$ cat config.mk
export PLATFORM = sky130hd
export DESIGN_NAME = shift_sub_div_flat
export DESIGN_NICKNAME = d
export VERILOG_FILES = /design/src/rtl/arith_pkg.sv /design/src/rtl/shift_sub_div_if.sv /design/src/rtl/div_step.sv /design/src/rtl/shift_sub_div.sv /design/src/flat_wrapper.sv
export SDC_FILE = /design/constraint.sdc
export NUM_CORES = 1
export LEC_CHECK = 0
export ABC_AREA = 0
export BUFFER_PORTS_ARGS = -buffer_cell sky130_fd_sc_hd__clkbuf_2
export CORE_UTILIZATION = 54
export CTS_CLUSTER_DIAMETER = 100
export DETAILED_ROUTE_END_ITERATION = 10
export GPL_ROUTABILITY_DRIVEN = 0
export PLACE_DENSITY = 0.77
export SYNTH_ARGS = -nofsm -noshare
export SYNTH_HDL_FRONTEND = slang
export SYNTH_SLANG_ARGS = --single-unit
$ cat constraint.sdc
create_clock -name clk -period 3 [get_ports clk]
set_clock_uncertainty 0.2 [all_clocks]
set_input_delay 0.45 -clock clk [delete_from_list [all_inputs] [get_ports clk]]
set_output_delay 0.45 -clock clk [all_outputs]
set_load 0.005 [all_outputs]
$ cat src/rtl/arith_pkg.sv
`default_nettype none
// +-----------------------------------------------------------------+
// | arith_pkg : types and constants shared by the arithmetic blocks |
// | Revision  : 1.0                                                 |
// +-----------------------------------------------------------------+
package arith_pkg;

  localparam int ARITH_W = 4;

  typedef enum logic [1:0] {
    IDLE = 2'd0,
    CALC = 2'd1,
    DONE = 2'd2
  } div_state_t;

endpackage : arith_pkg
`default_nettype wire

$ cat src/rtl/shift_sub_div_if.sv
`default_nettype none
// +-----------------------------------------------------------------+
// | shift_sub_div_if : request/result bundle of the divider          |
// | Revision         : 1.0                                           |
// +-----------------------------------------------------------------+
interface shift_sub_div_if #(
  parameter int WIDTH = arith_pkg::ARITH_W
);
  logic             start;
  logic [WIDTH-1:0] dividend;
  logic [WIDTH-1:0] divisor;
  logic             busy;
  logic             done;
  logic [WIDTH-1:0] quotient;
  logic [WIDTH-1:0] remainder;
  logic             div_by_zero;

  modport master (
    output start, dividend, divisor,
    input  busy, done, quotient, remainder, div_by_zero
  );

  modport slave (
    input  start, dividend, divisor,
    output busy, done, quotient, remainder, div_by_zero
  );
endinterface : shift_sub_div_if
`default_nettype wire

$ cat src/rtl/div_step.sv
`default_nettype none
// +-----------------------------------------------------------------+
// | div_step : one combinational restoring-division iteration        |
// | Revision : 1.0                                                   |
// +-----------------------------------------------------------------+
module div_step #(
  parameter int WIDTH = 4
) (
  input  wire logic [WIDTH-1:0] i_rem,
  input  wire logic             i_q_msb,
  input  wire logic [WIDTH-1:0] i_divisor,
  output logic      [WIDTH:0]   o_rem,
  output logic                  o_q_bit
);

  logic [WIDTH:0] w_shift;
  logic [WIDTH:0] w_trial;

  assign w_shift = {i_rem, i_q_msb};
  assign w_trial = w_shift - {1'b0, i_divisor};

  // A borrow out of the trial subtract means the divisor did not fit: restore.
  assign o_q_bit = ~w_trial[WIDTH];
  assign o_rem   = w_trial[WIDTH] ? w_shift : w_trial;

endmodule : div_step
`default_nettype wire

$ cat src/rtl/shift_sub_div.sv
`default_nettype none
// +-----------------------------------------------------------------+
// | shift_sub_div : iterative unsigned restoring divider, 1 bit/cycle|
// | Revision      : 1.0                                              |
// +-----------------------------------------------------------------+
module shift_sub_div
  import arith_pkg::*;
#(
  parameter int WIDTH = ARITH_W
) (
  input wire logic          clk,
  input wire logic          rst,
  shift_sub_div_if.slave    bus
);

  localparam int CNT_W = $clog2(WIDTH) + 1;

  div_state_t       r_state;
  div_state_t       w_state_nxt;
  logic [WIDTH-1:0] r_q;
  logic [WIDTH:0]   r_rem;
  logic [WIDTH-1:0] r_dvs;
  logic [CNT_W-1:0] r_cnt;
  logic [WIDTH-1:0] r_quot;
  logic [WIDTH-1:0] r_remd;
  logic             r_dbz;

  logic [WIDTH:0]   w_rem_nxt;
  logic             w_q_bit;
  logic             w_last;
  logic             w_unused_rem_msb;

  // The partial remainder stays below the divisor, so its top bit is always 0.
  assign w_unused_rem_msb = r_rem[WIDTH];
  assign w_last           = (r_cnt == CNT_W'(WIDTH - 1));

  div_step #(.WIDTH(WIDTH)) u_step (
    .i_rem     (r_rem[WIDTH-1:0]),
    .i_q_msb   (r_q[WIDTH-1]),
    .i_divisor (r_dvs),
    .o_rem     (w_rem_nxt),
    .o_q_bit   (w_q_bit)
  );

  always_ff @(posedge clk) begin
    if (rst) begin
      r_state <= IDLE;
    end else begin
      r_state <= w_state_nxt;
    end
  end

  always_comb begin
    w_state_nxt = r_state;
    case (r_state)
      IDLE: begin
        if (bus.start) begin
          w_state_nxt = (bus.divisor != '0) ? CALC : DONE;
        end
      end
      CALC: begin
        if (w_last) begin
          w_state_nxt = DONE;
        end
      end
      DONE:    w_state_nxt = IDLE;
      default: w_state_nxt = IDLE;
    endcase
  end

  always_ff @(posedge clk) begin
    if (rst) begin
      r_q    <= '0;
      r_rem  <= '0;
      r_dvs  <= '0;
      r_cnt  <= '0;
      r_quot <= '0;
      r_remd <= '0;
      r_dbz  <= '0;
    end else begin
      case (r_state)
        IDLE: begin
          if (bus.start) begin
            if (bus.divisor != '0) begin
              r_dvs <= bus.divisor;
              r_q   <= bus.dividend;
              r_rem <= '0;
              r_cnt <= '0;
              r_dbz <= 1'b0;
            end else begin
              r_quot <= '1;
              r_remd <= bus.dividend;
              r_dbz  <= 1'b1;
            end
          end
        end
        CALC: begin
          r_q   <= {r_q[WIDTH-2:0], w_q_bit};
          r_rem <= w_rem_nxt;
          r_cnt <= r_cnt + CNT_W'(1);
          if (w_last) begin
            r_quot <= {r_q[WIDTH-2:0], w_q_bit};
            r_remd <= w_rem_nxt[WIDTH-1:0];
          end
        end
        default: ;
      endcase
    end
  end

  assign bus.busy        = (r_state != IDLE);
  assign bus.done        = (r_state == DONE);
  assign bus.quotient    = r_quot;
  assign bus.remainder   = r_remd;
  assign bus.div_by_zero = r_dbz;

endmodule : shift_sub_div
`default_nettype wire
$ cat src/flat_wrapper.sv
// flat-port wrapper written by rule: the top's interface ports become plain ports
module shift_sub_div_flat import arith_pkg::*;
#(
  parameter int WIDTH = ARITH_W
)
  (clk, rst, bus_start, bus_dividend, bus_divisor, bus_busy, bus_done, bus_quotient, bus_remainder, bus_div_by_zero);
  shift_sub_div_if #(.WIDTH(WIDTH)) bus_i ();
  input wire logic clk;
  input wire logic rst;
  input wire logic [$bits(bus_i.start)-1:0] bus_start;
  input wire logic [$bits(bus_i.dividend)-1:0] bus_dividend;
  input wire logic [$bits(bus_i.divisor)-1:0] bus_divisor;
  output wire logic [$bits(bus_i.busy)-1:0] bus_busy;
  output wire logic [$bits(bus_i.done)-1:0] bus_done;
  output wire logic [$bits(bus_i.quotient)-1:0] bus_quotient;
  output wire logic [$bits(bus_i.remainder)-1:0] bus_remainder;
  output wire logic [$bits(bus_i.div_by_zero)-1:0] bus_div_by_zero;
  assign bus_i.start = bus_start;
  assign bus_i.dividend = bus_dividend;
  assign bus_i.divisor = bus_divisor;
  assign bus_busy = bus_i.busy;
  assign bus_done = bus_i.done;
  assign bus_quotient = bus_i.quotient;
  assign bus_remainder = bus_i.remainder;
  assign bus_div_by_zero = bus_i.div_by_zero;
  shift_sub_div #(.WIDTH(WIDTH)) u_core (.clk(clk), .rst(rst), .bus(bus_i));
endmodule
==> results.yml <==
routing:
  highest_layer: "met4"
  wl_per_cell_um: 12.9
  postRouteAntennaNets: 0
  vias_per_cell: 5.51
  route.met3.wl_um: 78
  vias: 1086
  drc_errors: 0
  totalWireLength_um: 2540
  met1Wirelength_um: 1240
  drt_iter0_drc: 19
  first_pass_iters: 4
  met2_length_um: 1210
cts:
  clk_latency_ns: 0.31
  cts_buffer_depth: 2
  post_cts_buffers: 0
  clock-root-buffer: "clkbuf_4"
  cts_buffers: 3
  cts_tree: "done"
  clock_sinks: 26
  ctsResizeCount: 0
  hold_buffers: 0
  htreeDepth: 1
  path_clk_slew_ns: 0.14
floorplanning:
  start_util_pct: 57.4
  chipHeight_um: 50.5
  fp.dieW_um: 50.5
  ioPinCount: 22
  core-area_mm2: 0.00221
  row_count: 17
  dieArea_mm2: 0.00255
timing:
  relSlewSlack_pct: 66.0
  setup_viol: 0
  grt_setup_unrepaired: "no"
  final_max_slew_viol_count: 0
  fmax_mhz: 400
  min_period_over_period_pct: 83.3
  setup_tns_ns: 0
  tightest_slew_ns: 0.510
  fin_crit_ns: 2.50
  timing.final.hold_violations: 0
  fin_ws_ns: 0.500
grt:
  grt_max_degree: 27
  overflow: 0
  grt_pass1_vias: 946
  antenna_found_initial: 0
  track_usage_pct: 21.8
  grt_pass1_wl_um: 4160
layout:
  syn2layout_area_growth_pct: 13.4
  insertedDiodeCount: 0
  final_core_util_pct: 65.1
  multi_input_area_um2: 674
  mostFrequentLayoutCells: "nor2_1 (30), dfxtp_1 (26), clkbuf_2 (21), nand2_1 (14), inv_1 (10)"
  register_area_um2: 520
  nFillCells: 204
  final_common_cell: "nor2_1"
  nNetsFinal: 188
  layout-drive-gt1-share_pct: 20.7
critical_path:
  crit_type: "reg2reg"
  reg2reg_to: "u_core.bus.remainder[2]"
  crit_arrival_ns: 2.53
  worstSetupStartpoint: "u_core.r_q[3]"
  endpoint_kind: "flip-flop"
  r2r_slack_ns: 0.50
  required_ns: 3.03
  cpPeakStageDelay_ns: 0.38
  path_max_fanout: 2
  r2r_cells: 8
  r2r-start: "u_core.r_q[3]"
  cp-start-kind: "flip-flop"
  cpMaxStageDelayCell: "fa_1"
  cp_cell_sequence: "inv_1, ha_1, fa_1, nand2b_1, a21oi_1, xor2_1, mux2_2, a311oi_1"
worst_hold_path:
  whs_path_depth: 3
  hold_path_end: "u_core.bus.remainder[1]"
  hold_path_class: "in2reg"
  hold_start: "bus_dividend[1]"
synthesis:
  synth_nets: 168
  seq_area_frac_synth_pct: 41.0
  synth-edff-count: 0
  yosysTopAreaCellShare_pct: 41.0
  avgSynthCellArea_um2: 8.47
  postSynthCellCount: 150
  synthTopCellsByArea: "dfxtp_1 (41%), nor2_1 (8.9%), a311oi_1 (6.2%)"
  syn_area_mm2: 0.00127
  async_flop_share_pct: 0
  synth.largest_area_cell: "dfxtp_1"
  synthDistinctLibCells: 32
  ys.flop_type: "dfxtp_1"
  ys_ff_latch: 26
  ys_warn_count: 0
place:
  port_buffers: 21
  hpwl_um: 1920
  pre_cts_slack_ns: 0.482
status:
  status: "finished, final reports clean"
power:
  p_int_uw: 558
  switchingPower_uw: 193
  peakVddDrop_v: 0.000320
  combPwrFrac_pct: 18.2
  sw_frac_of_total_pct: 25.7
  clkPwrFrac_pct: 31.2
  leakage_uw: 0.000602
  seqPwrFrac_pct: 50.6
  p_per_area_mw_per_mm2: 522
job:
  cap_violations: 0
[synth_stat cells, drive strengths merged, types with 2 or more instances]
library cell  instances
a21oi                10
a31oi                 2
a211oi                3
mux2i                 4
inv                  10
clkbuf                6
buf                   2
ha                    6
or2                   2
nand2                14
dfxtp                26
nor2b                 3
nor2                 31
a311oi                9
nand2b                5
a22oi                 5
[sequential cells by signal, indices dropped and copies added (netlist names)]
signal / count
u_core.r_rem: 4
u_core.r_cnt: 3
u_core.bus.remainder: 4
u_core.r_state: 2
u_core.bus.div_by_zero: 1
u_core.bus.quotient: 4
u_core.r_dvs: 4
u_core.r_q: 4
[layout make-up]
class	count	area share [%]
clock buffer	3	1.56
clock inverter	1	2.09
inverter	10	2.61
multi-input combinational	106	46.8
sequential	26	36.1
tap	28	2.43
timing repair buffer	23	8.34
[power by group through the flow]
stage	clock, uW	combinational, uW	sequential, uW
6_report	234	137	380
5_1_grt	252	154	382
4_1_cts	238	138	380
3_5_place_dp	0	136	387
3_3_place_gp	0	133	387
2_1_floorplan	0	101	381
[stage by stage]
| stage | hold WS [ns] | total power, uW | instance area, um2 | std cells |
|---|---|---|---|---|
| 6_report | 0.184 | 751 | 1440 | 197 |
| 5_1_grt | 0.194 | 788 | 1440 | 197 |
| 4_1_cts | 0.184 | 755 | 1440 | 197 |
| 3_5_place_dp | 0.267 | 524 | 1390 | 193 |
| 3_3_place_gp | 0.264 | 520 | 1390 | 193 |
| 2_1_floorplan | 0.244 | 482 | 1270 | 150 |
[worst max-delay path by stage]
stage                                   end  slack [ns]
floorplan           u_core.bus.remainder[2]        0.46
finish              u_core.bus.remainder[2]        0.50
CTS                 u_core.bus.remainder[2]        0.51
detailed placement   u_core.bus.quotient[3]        0.48
global route        u_core.bus.remainder[2]        0.34
global placement    u_core.bus.remainder[0]        0.57
[critical path: cells and delay by family (launching register included)]
family	cells	cell delay, ns
adder cells (fa/ha/maj)	2	0.60
AO/OA/AOI/OAI	2	0.42
multiplexers	1	0.38
flip-flops	1	0.36
XOR/XNOR	1	0.21
AND/OR/NAND/NOR	1	0.17
buffers and inverters	1	0.06
[kinds of logic (layout without fill, tap and decap cells)]
| family | count (synthesis) | count (layout) | synth area share, % |
|---|---|---|---|
| flops | 26 | 26 | 41.0 |
| buf+inv | 18 | 37 | 5.91 |
| fa+ha+maj | 7 | 7 | 7.49 |
| compound gates | 31 | 31 | 18.3 |
| xor+xnor | 1 | 1 | 0.690 |
| mux | 5 | 5 | 4.04 |
| simple gates | 62 | 62 | 22.6 |
[per-layer routing]
layer	GRT usage (%)	vias up
li1	-	554
met1	28.9	510
met2	36.2	20
met3	3.03	2
met4	6.94	0
met5	0	-
(Power assumes the default switching activity.)
